File: config.mk
export PLATFORM = sky130hd
export DESIGN_NAME = vga_timing_gen
export DESIGN_NICKNAME = d
export VERILOG_FILES = /design/src/rtl/video_pkg.sv /design/src/rtl/sync_delay.sv /design/src/rtl/vga_timing_gen.sv
export SDC_FILE = /design/constraint.sdc
export NUM_CORES = 1
export LEC_CHECK = 0
export ABC_AREA = 1
export CAP_MARGIN = 20
export CORE_MARGIN = 2
export CORE_UTILIZATION = 44
export CTS_BUF_LIST = sky130_fd_sc_hd__clkbuf_8
export DETAILED_ROUTE_END_ITERATION = 8
export PLACE_DENSITY = 0.66
export SLEW_MARGIN = 20
export SYNTH_ARGS = -nofsm -noshare
export SYNTH_HDL_FRONTEND = slang
export SYNTH_SLANG_ARGS = --single-unit
File: constraint.sdc
create_clock -name clk -period 3 [get_ports clk]
set_input_delay 0.6 -clock clk [delete_from_list [all_inputs] [get_ports clk]]
set_output_delay 0.6 -clock clk [all_outputs]
set_load 0.02 [all_outputs]
File: src/rtl/video_pkg.sv
// Shared video timing constants and types for the 1280x1024@60 raster.
// Pixel-coordinate widths here must agree with wave_display_top's inputs.
// Contents: default porch/sync/active sizes, coordinate widths, sideband bundle.
package video_pkg;

  // Coordinate and counter widths
  localparam int X_W   = 11;
  localparam int Y_W   = 10;
  localparam int CNT_W = 11;
  localparam int FC_W  = 16;

  // Default 1280x1024@60 horizontal timing (pixels)
  localparam int DEF_H_ACTIVE = 1280;
  localparam int DEF_H_FP     = 48;
  localparam int DEF_H_SYNC   = 112;
  localparam int DEF_H_BP     = 248;

  // Default 1280x1024@60 vertical timing (lines)
  localparam int DEF_V_ACTIVE = 1024;
  localparam int DEF_V_FP     = 1;
  localparam int DEF_V_SYNC   = 3;
  localparam int DEF_V_BP     = 38;

  // Largest total that still fits an 11-bit position counter
  localparam int MAX_TOTAL = 2047;

  // Sideband bits carried alongside the pixel stream; sync bits are active-high here
  typedef struct packed {
    logic hsync;
    logic vsync;
    logic de;
  } vid_side_t;

  localparam int SIDE_W = $bits(vid_side_t);

  function automatic int span_total(input int active, input int fp,
                                    input int sync, input int bp);
    return active + fp + sync + bp;
  endfunction

endpackage

File: src/rtl/sync_delay.sv
// Fixed-depth shift register used to align video sideband bits with a pipelined pixel path.
// Latency: DEPTH clocks, advancing every clock; no stall input, the consumer is clock-paced.
// Ports: clk, reset (async active-low, clears all stages), din[WIDTH], dout[WIDTH].
module sync_delay #(
  parameter int DEPTH = 2,
  parameter int WIDTH = 1
) (
  input  logic             clk,
  input  logic             reset,
  input  logic [WIDTH-1:0] din,
  output logic [WIDTH-1:0] dout
);

  // A zero-depth delay is a wire; callers bypass this module in that case.
  generate
    if (DEPTH < 1) begin : g_bad_depth
      $fatal(1, "sync_delay: DEPTH must be at least 1");
    end
    if (WIDTH < 1) begin : g_bad_width
      $fatal(1, "sync_delay: WIDTH must be at least 1");
    end
  endgenerate

  logic [WIDTH-1:0] stage [DEPTH];

  always_ff @(posedge clk or negedge reset) begin
    if (!reset) begin
      for (int i = 0; i < DEPTH; i++) begin
        stage[i] <= '0;
      end
    end else begin
      stage[0] <= din;
      for (int i = 1; i < DEPTH; i++) begin
        stage[i] <= stage[i-1];
      end
    end
  end

  assign dout = stage[DEPTH-1];

endmodule

File: src/rtl/vga_timing_gen.sv
// Raster timing generator: free-running h/v position counters advanced by pix_en,
// registered (x, y, valid, vsync, frame_start, frame_count) one clock after the consuming edge,
// plus hsync_o/vsync_o/de_o delayed PIPE clocks (ungated by pix_en) to match the display path.
// Ports: clk, reset (async active-low), pix_en in; x[11], y[10], valid, vsync, frame_start,
// frame_count[16], hsync_o, vsync_o, de_o out.
module vga_timing_gen
  import video_pkg::*;
#(
  parameter int H_ACTIVE = DEF_H_ACTIVE,
  parameter int H_FP     = DEF_H_FP,
  parameter int H_SYNC   = DEF_H_SYNC,
  parameter int H_BP     = DEF_H_BP,
  parameter int V_ACTIVE = DEF_V_ACTIVE,
  parameter int V_FP     = DEF_V_FP,
  parameter int V_SYNC   = DEF_V_SYNC,
  parameter int V_BP     = DEF_V_BP,
  parameter int SYNC_POL = 1,
  parameter int PIPE     = 2
) (
  input  logic            clk,
  input  logic            reset,
  input  logic            pix_en,
  output logic [X_W-1:0]  x,
  output logic [Y_W-1:0]  y,
  output logic            valid,
  output logic            vsync,
  output logic            frame_start,
  output logic [FC_W-1:0] frame_count,
  output logic            hsync_o,
  output logic            vsync_o,
  output logic            de_o
);

  localparam int H_TOTAL = span_total(H_ACTIVE, H_FP, H_SYNC, H_BP);
  localparam int V_TOTAL = span_total(V_ACTIVE, V_FP, V_SYNC, V_BP);

  // Elaboration-time legality of the timing parameters
  generate
    if (H_ACTIVE < 1 || V_ACTIVE < 1) begin : g_bad_active
      $fatal(1, "vga_timing_gen: active area must be non-empty");
    end
    if (H_FP < 1 || H_SYNC < 1 || H_BP < 1) begin : g_bad_h_porch
      $fatal(1, "vga_timing_gen: horizontal porch and sync widths must be >= 1");
    end
    if (V_FP < 1 || V_SYNC < 1 || V_BP < 1) begin : g_bad_v_porch
      $fatal(1, "vga_timing_gen: vertical porch and sync widths must be >= 1");
    end
    if (H_TOTAL > MAX_TOTAL || V_TOTAL > MAX_TOTAL) begin : g_bad_total
      $fatal(1, "vga_timing_gen: H_TOTAL and V_TOTAL must not exceed 2047");
    end
    if (V_ACTIVE > 1024) begin : g_bad_v_active
      $fatal(1, "vga_timing_gen: V_ACTIVE must not exceed 1024 (y is 10 bits)");
    end
    if (PIPE < 0 || PIPE > 7) begin : g_bad_pipe
      $fatal(1, "vga_timing_gen: PIPE must be in 0..7");
    end
  endgenerate

  // Region boundaries at counter width so comparisons are width-matched
  localparam logic [CNT_W-1:0] H_ACT_C   = CNT_W'(H_ACTIVE);
  localparam logic [CNT_W-1:0] H_SYNC_LO = CNT_W'(H_ACTIVE + H_FP);
  localparam logic [CNT_W-1:0] H_SYNC_HI = CNT_W'(H_ACTIVE + H_FP + H_SYNC);
  localparam logic [CNT_W-1:0] H_LAST_C  = CNT_W'(H_TOTAL - 1);
  localparam logic [CNT_W-1:0] V_ACT_C   = CNT_W'(V_ACTIVE);
  localparam logic [CNT_W-1:0] V_SYNC_LO = CNT_W'(V_ACTIVE + V_FP);
  localparam logic [CNT_W-1:0] V_SYNC_HI = CNT_W'(V_ACTIVE + V_FP + V_SYNC);
  localparam logic [CNT_W-1:0] V_LAST_C  = CNT_W'(V_TOTAL - 1);

  // XOR mask that turns the internal active-high sync into the pin polarity
  localparam logic POL_INV = (SYNC_POL == 0);

  // h_cnt/v_cnt hold the position that the next pix_en edge will present
  logic [CNT_W-1:0] h_cnt;
  logic [CNT_W-1:0] v_cnt;

  logic h_act;
  logic v_act;
  logic h_sync_now;
  logic v_sync_now;
  logic h_last;
  logic v_last;
  logic at_origin;

  always_comb begin
    h_act      = (h_cnt < H_ACT_C);
    v_act      = (v_cnt < V_ACT_C);
    h_sync_now = (h_cnt >= H_SYNC_LO) && (h_cnt < H_SYNC_HI);
    v_sync_now = (v_cnt >= V_SYNC_LO) && (v_cnt < V_SYNC_HI);
    h_last     = (h_cnt == H_LAST_C);
    v_last     = (v_cnt == V_LAST_C);
    at_origin  = (h_cnt == '0) && (v_cnt == '0);
  end

  // Position counters; the line counter only moves on the horizontal wrap,
  // so the (last,last) -> (0,0) double wrap happens in one edge.
  always_ff @(posedge clk or negedge reset) begin
    if (!reset) begin
      h_cnt <= '0;
      v_cnt <= '0;
    end else if (pix_en) begin
      h_cnt <= h_last ? '0 : h_cnt + CNT_W'(1);
      if (h_last) begin
        v_cnt <= v_last ? '0 : v_cnt + CNT_W'(1);
      end
    end
  end

  // Registered view of the position being presented
  logic hsync_r;

  always_ff @(posedge clk or negedge reset) begin
    if (!reset) begin
      x           <= '0;
      y           <= '0;
      valid       <= 1'b0;
      hsync_r     <= 1'b0;
      vsync       <= 1'b0;
      frame_start <= 1'b0;
      frame_count <= '0;
    end else begin
      // frame_start is a strobe: it must drop on hold cycles as well
      frame_start <= 1'b0;
      if (pix_en) begin
        x           <= h_act ? h_cnt : '0;
        y           <= v_act ? v_cnt[Y_W-1:0] : '0;
        valid       <= h_act && v_act;
        hsync_r     <= h_sync_now;
        vsync       <= v_sync_now;
        frame_start <= at_origin;
        if (at_origin) begin
          frame_count <= frame_count + FC_W'(1);
        end
      end
    end
  end

  // Sideband alignment pipe; runs every clock because the display path does
  vid_side_t side_now;
  vid_side_t side_dly;

  assign side_now = {hsync_r, vsync, valid};

  generate
    if (PIPE == 0) begin : g_no_pipe
      assign side_dly = side_now;
    end else begin : g_pipe
      sync_delay #(
        .DEPTH (PIPE),
        .WIDTH (SIDE_W)
      ) u_sync_delay (
        .clk   (clk),
        .reset (reset),
        .din   (side_now),
        .dout  (side_dly)
      );
    end
  endgenerate

  // Polarity applied after the pipe so a cleared pipe reads as inactive sync
  assign hsync_o = side_dly.hsync ^ POL_INV;
  assign vsync_o = side_dly.vsync ^ POL_INV;
  assign de_o    = side_dly.de;

endmodule
Word-level counts from Yosys, hierarchy flattened
Cells that the tools add are included.
W data, S select, Z words.
Word-level totals
  input bits: 3
  register bits: 69
Operators by class
  reductions and logical operators: 8
  mux-type cells: 5
  $lt $le $gt $ge: 6
  add/sub/neg operators: 3
  equality and inequality tests: 2
Operators by type and width (count)
  $lt A11 B11 Y1 const B: 4
  $mux W11: 3
  $add A11 B1 Y11 const B: 2
  $eq A11 B11 Y1 const B: 2
  $ge A11 B11 Y1 const B: 2
  $logic_not A11 Y1: 2
  $add A16 B1 Y16 const B: 1
  $mux W10: 1
  $logic_and A1 B1 Y1: 4
  $reduce_and A2 Y1: 2
  $mux W1: 1

Longest topological paths before layout
Gate-level depths: netlist (run 1).
  depth after elaboration: 3
  gate-level depth with buffers: 10

By module
A second synthesis (run 1) with hierarchy kept.
Unflattened totals
  cells, all modules: 461
  area, all modules: 3552.2 um2
By module, submodules not included
  vga_timing_gen: instances 1, cells each 452, area each 3379.5 um2, sequential area each 1576.5 um2
  sync_delay: instances 1, cells each 9, area each 172.7 um2, sequential area each 150.1 um2

Worst setup path after synthesis (run 1)
OpenSTA, ideal clock, no wires.
  kind: reg2reg
  start point: reg frame_count[0]
  end point: reg frame_count[10]
  arrival: 1398 ps
  stages on the path, launching flop included: 9
  path buffers: 0
  path slack: 1482 ps
  period minus slack after synthesis: 1518 ps
  data required time: 2880 ps
  path through: dfrtp_1 ha_1 inv_1 nor2_4 nand2_1 nor2_2 nand2_1 o21ai_1 nand2_1
On the way
  word-level cells in the longest chain between the ends: 1
Ends and longest elaborated chain
  from (decl): RTL line vga_timing_gen.sv:28  | output logic [FC_W-1:0] frame_count,
  from (signal assigned): RTL line vga_timing_gen.sv:131  | frame_count <= frame_count + FC_W'(1);
  $add A16 B1 Y16: RTL line vga_timing_gen.sv:131
No other way between the ends.
A chain may end at the register's enable or synchronous reset.

Worst setup path in the final report (run 1)
  start point: reg frame_count[0]
  end point: out frame_count[0]
No word-level cell between the ends.

==> results of run 1 <==
## per-layer routing
layer	wire [µm]	global-route usage
met1	3834	0.2774
met2	3729	0.3180
met3	421	0.03874
met4	78	0.06522
met5	0	0
## state kept, by name (all words and copies together) (netlist names)
register	cells
h_cnt	11
frame_start	1
v_cnt	11
valid	1
y	10
frame_count	16
x	11
g_pipe.u_sync_delay.dout	3
hsync_r	1
vsync	1
g_pipe.u_sync_delay.stage	3
## power breakdown
part           internal (µW)  switching, µW  leakage (µW)
clock network            556            375      0.000124
registers               1190            259      0.000900
logic                    502            797       0.00109
## stage by stage
step	hold slack [ns]	cell area, µm²
floorplan	0.3044	3645
global placement	0.3313	4185
detailed placement	0.3347	4185
CTS	0.2858	4431
global route	0.3207	4431
finish	0.2727	4431
## Yosys cell counts, drive strengths merged (4+ instances only)
| cell type | number | area [µm²] |
|---|---|---|
| nor3 | 11 | 65.06 |
| nand3b | 4 | 42.54 |
| nor2 | 53 | 240.2 |
| buf | 8 | 67.56 |
| dfrtp | 69 | 1727 |
| xor2 | 10 | 87.58 |
| inv | 57 | 214.0 |
| nand2 | 144 | 545.5 |
| nand3 | 35 | 200.2 |
| ha | 6 | 75.07 |
| o31ai | 9 | 67.56 |
| o21ai | 41 | 224.0 |
| nand4 | 10 | 62.56 |
## final timing paths
path / end / slack [ns]
min in group clk: g_pipe.u_sync_delay.dout[1] / 0.35
max: frame_count[0] / 0.90
max reg2reg: frame_count[13] / 1.24
min reg2reg: g_pipe.u_sync_delay.dout[1] / 0.35
max in group asynchronous: v_cnt[4] / 2.07
min: hsync_r / 0.27
## layout make-up
class                      instances  area [µm²]  area share
sequential                        69        1727      0.3897
clock buffer                       9       123.9     0.02796
clock inverter                     7       121.4     0.02739
multi-input combinational        325        1629      0.3677
timing repair buffer              48       480.5      0.1084
inverter                          58       217.7     0.04914
tap                              105       131.4     0.02965
## logic make-up (layout without fill, tap and decap cells)
logic type,count (synthesis),after routing,share of synthesized area
AOI/OAI and AO/OA,51,51,0.08273
xor gates and xnor gates,11,11,0.02643
adders and majority gates,6,6,0.02060
buffers and inverters,67,122,0.07930
DFF,69,69,0.4737
and+or+nand+nor,257,257,0.3172
==> results.toml, run 1 <==
[detailed_routing]
wirelength_mm = 8.062
wire_per_inst_um = 12.98
viasPerCell = 5.048
vias = 3135
remaining_drc_errors = 0
ant_nets = 0
first_pass_iters = 4
drtIter0Drc = 156

[placement]
placed_cells = 605
hpwlAfterDp_mm = 5.957
gp_congestion = 0.8258
place_ws_ns = 0.8591
portBuffers = 45

[clock_tree]
cts_tree = "yes"
cts.path.max_buffers = 2
cts_hold_buf = 0
cts.htree.levels = 3
clk_pin_slew_ns = 0.08
clock-sinks = 69
post_cts.repair.setup_buffers = 0
root_buffer = "clkbuf_8"
cts_resized = 0
clkLatencyLatePin_ns = 0.35
cts_made_buffers = 9

[worst_setup_path]
cpPeakStageDelay_ns = 0.65
crit_buf_inv = 1
path_depth = 1
crit_start = "frame_count[0]"
regToRegStartpoint = "v_cnt[0]"
crit_path_start_kind = "flip-flop"
arrival_ns = 1.50
path_class = "flip-flop to primary output"
slowest_stage = "clkdlybuf4s50_1"
end_kind = "primary output"
ff2ff_path_depth = 9
crit_family = "buffers and inverters"
path_cells = "clkdlybuf4s50_1"
crit_fanout = 7
cp.required_ns = 2.40

[synth]
synth.distinct_cells = 29
synthArstFlopShare = 1.000
postSynthAreaPerCell_um2 = 7.906
ys_warn_count = 0
synth_seq_area_share = 0.4737
ys_ff_latch = 69
synth_edf_count = 0
syn_area_mm2 = 0.003645
synth-main-ff-cell = "dfrtp_1"
synth_cells = 461
synth_fp_nets = 470

[die]
start_util = 0.4481
fp.dieArea_mm2 = 0.009028
num_rows = 33
coreArea_mm2 = 0.008134
die_h_um = 95.02
io_pins = 46
die_x_um = 95.02

[run_status]
status = "finished, final reports clean"

[timing]
slew_headroom = 0.5698
setup_ws_ns = 0.9046
fin_skew_ns = 0.01434
rsz0062_at_grt = "no"
slew_violations = 0
fmax_mhz = 477.2
hold_viol = 0
setup_tns_ns = 0
layout_min_cycle_time_ns = 2.095
period_share = 0.6985
finalSetupViolCount = 0
worstMarginPinSlew_ns = 0.6453

[grt]
grt_pass1_wl_mm = 14.14
grtUsageTotal = 0.2004
grt_max_degree = 44
grt_overflow = 0
grt_pass1_vias = 3007
antenna_found_initial = 0

[min_path]
hold_path.class = "primary input to asynchronous set/reset pin"

[job]
cap_violations = 0

[pwr]
p_leak_uw = 0.002118
peakVddDrop_uv = 442.1
p_total_uw = 3679
power_density_mw_per_mm2 = 830.4

[layout]
fin_cells = 621
layout_commonest_cell = "nand2_1"
n_fill_cell = 778
final_util = 0.5447
mostFrequentLayoutCells = "142 x nand2_1, 69 x dfrtp_1, 50 x inv_1"
syn_to_final_growth_pct = 21.56
drive_gt1_frac = 0.09884
nNetsFinal = 520
n_antenna_cell = 0
(Power assumes the default switching activity.)
==> run 2: changes to the inputs <==
--- a/config.mk
+++ b/config.mk
@@ -11,7 +11,7 @@
 export CORE_UTILIZATION = 44
 export CTS_BUF_LIST = sky130_fd_sc_hd__clkbuf_8
 export DETAILED_ROUTE_END_ITERATION = 8
-export PLACE_DENSITY = 0.66
+export PLACE_DENSITY = 0.68
 export SLEW_MARGIN = 20
 export SYNTH_ARGS = -nofsm -noshare
 export SYNTH_HDL_FRONTEND = slang
==> constraint.sdc (replaced) <==
create_clock -name clk -period 1.8 [get_ports clk]
set_input_delay 0.36 -clock clk [delete_from_list [all_inputs] [get_ports clk]]
set_output_delay 0.36 -clock clk [all_outputs]
set_load 0.02 [all_outputs]
==> results.toml, run 2 (synthesis results as in run 1) <==
[worst_setup_path]
arrival_ns = 1.39
path_cells = "clkdlybuf4s50_1"
ff2ff_setup_slack_ns = 0.16
crit_start = "frame_count[11]"
path_class = "flip-flop to primary output"
cp.required_ns = 1.44
rr_endpoint = "frame_count[3]"
crit_path_start_kind = "flip-flop"
ff2ff_path_depth = 10
regToRegStartpoint = "h_cnt[1]"
end_kind = "primary output"
crit_family = "buffers and inverters"
cpPeakStageDelay_ns = 0.64
crit_buf_inv = 1
slowest_stage = "clkdlybuf4s50_1"
crit_fanout = 5

[timing]
setup_tns_ns = 0
worstMarginPinSlew_ns = 0.4139
finalSetupViolCount = 0
rsz0062_at_grt = "no"
layout_min_cycle_time_ns = 1.752
period_share = 0.9735
fin_skew_ns = 0.01153
setup_ws_ns = 0.04762
slew_headroom = 0.7234
slew_violations = 0
fmax_mhz = 570.7
hold_viol = 0

[layout]
final_util = 0.5495
n_antenna_cell = 0
n_fill_cell = 748
syn_to_final_growth_pct = 22.62
regMostFlops = "frame_count"
drive_gt1_frac = 0.1073
layout_commonest_cell = "nand2_1"
largest_reg_flops = 16
nNetsFinal = 529
mostFrequentLayoutCells = "142 x nand2_1, 69 x dfrtp_1, 51 x inv_1"

[clock_tree]
clkLatencyLatePin_ns = 0.33
cts_made_buffers = 9
root_buffer = "clkbuf_8"
cts.htree.levels = 3
cts_tree = "yes"
clock-sinks = 69
cts.path.max_buffers = 2
clk_pin_slew_ns = 0.08
post_cts.repair.setup_buffers = 0

[pwr]
p_leak_uw = 0.002226
peakVddDrop_uv = 706.4
power_density_mw_per_mm2 = 1339

[grt]
grt_util_met1 = 0.2586
grtUsageTotal = 0.1941
grtUsageMet3 = 0.03953
antenna_found_initial = 0
grt_overflow = 0
grt_pass1_wl_mm = 13.74
grt-busiest-layer = "met2"
grt_max_degree = 70
grt_pass1_vias = 2975
met2_usage = 0.3197

[job]
cap_violations = 0

[die]
num_rows = 33
coreArea_mm2 = 0.008134
start_util = 0.4481
fp.dieArea_mm2 = 0.009028
die_h_um = 95.02
io_pins = 46
die_x_um = 95.02

[detailed_routing]
vias = 3120
ant_nets = 0
wire_per_inst_um = 12.92
viasPerCell = 4.976
wirelength_mm = 8.102
drtIter0Drc = 122
first_pass_iters = 5
remaining_drc_errors = 0

[min_path]
hold_path.class = "primary input to asynchronous set/reset pin"

[placement]
portBuffers = 45
hpwlAfterDp_mm = 5.939
gp_congestion = 0.8634
place_ws_ns = 0.03847

[run_status]
status = "finished, final reports clean"
[run 2: routing by layer]
layer  routed length (µm)  vias up
met3                  368       13
met4                  146        0
met5                    0        -
met1                 3797     1448
met2                 3789       70
li1                     -     1589
[run 2: power breakdown]
group | switching, µW | total [µW] | internal (µW)
registers | 394 | 2380 | 1980
clock network | 555 | 1350 | 791
logic | 1380 | 2260 | 878
[run 2: timing repair]
action	CTS	global route
gates resized for setup	4	3
cloned	0	0
endpoints found under the setup margin	4	3
hold buffers	0	0
[run 2: worst max-delay path by stage]
stage,endpoint,cells past startpoint,slack [ns]
3_5_place_dp,v_cnt[7],7,0.04
2_1_floorplan,frame_count[10],8,0.28
3_3_place_gp,v_cnt[7],7,0.10
4_1_cts,frame_count[9],1,0.005
5_1_grt,frame_count[13],1,0.00006
6_report,frame_count[11],1,0.05
[run 2: area by class of cell]
cell class	count	area (µm²)	share of cell area
inverter	58	217.7	0.04871
clock buffer	10	137.6	0.03080
multi-input combinational	325	1629	0.3645
tap	105	131.4	0.02940
sequential	69	1727	0.3863
clock inverter	3	63.81	0.01428
timing repair buffer	57	563.0	0.1260
[run 2: through the flow]
stage,cells,hold slack [ns],power (µW),instance area (µm²)
2_1_floorplan,461,0.06441,3784,3645
3_3_place_gp,614,0.3334,4627,4265
3_5_place_dp,614,0.3347,4657,4265
4_1_cts,627,0.05731,6027,4462
5_1_grt,627,0.07592,6430,4469
6_report,627,0.04353,5984,4469
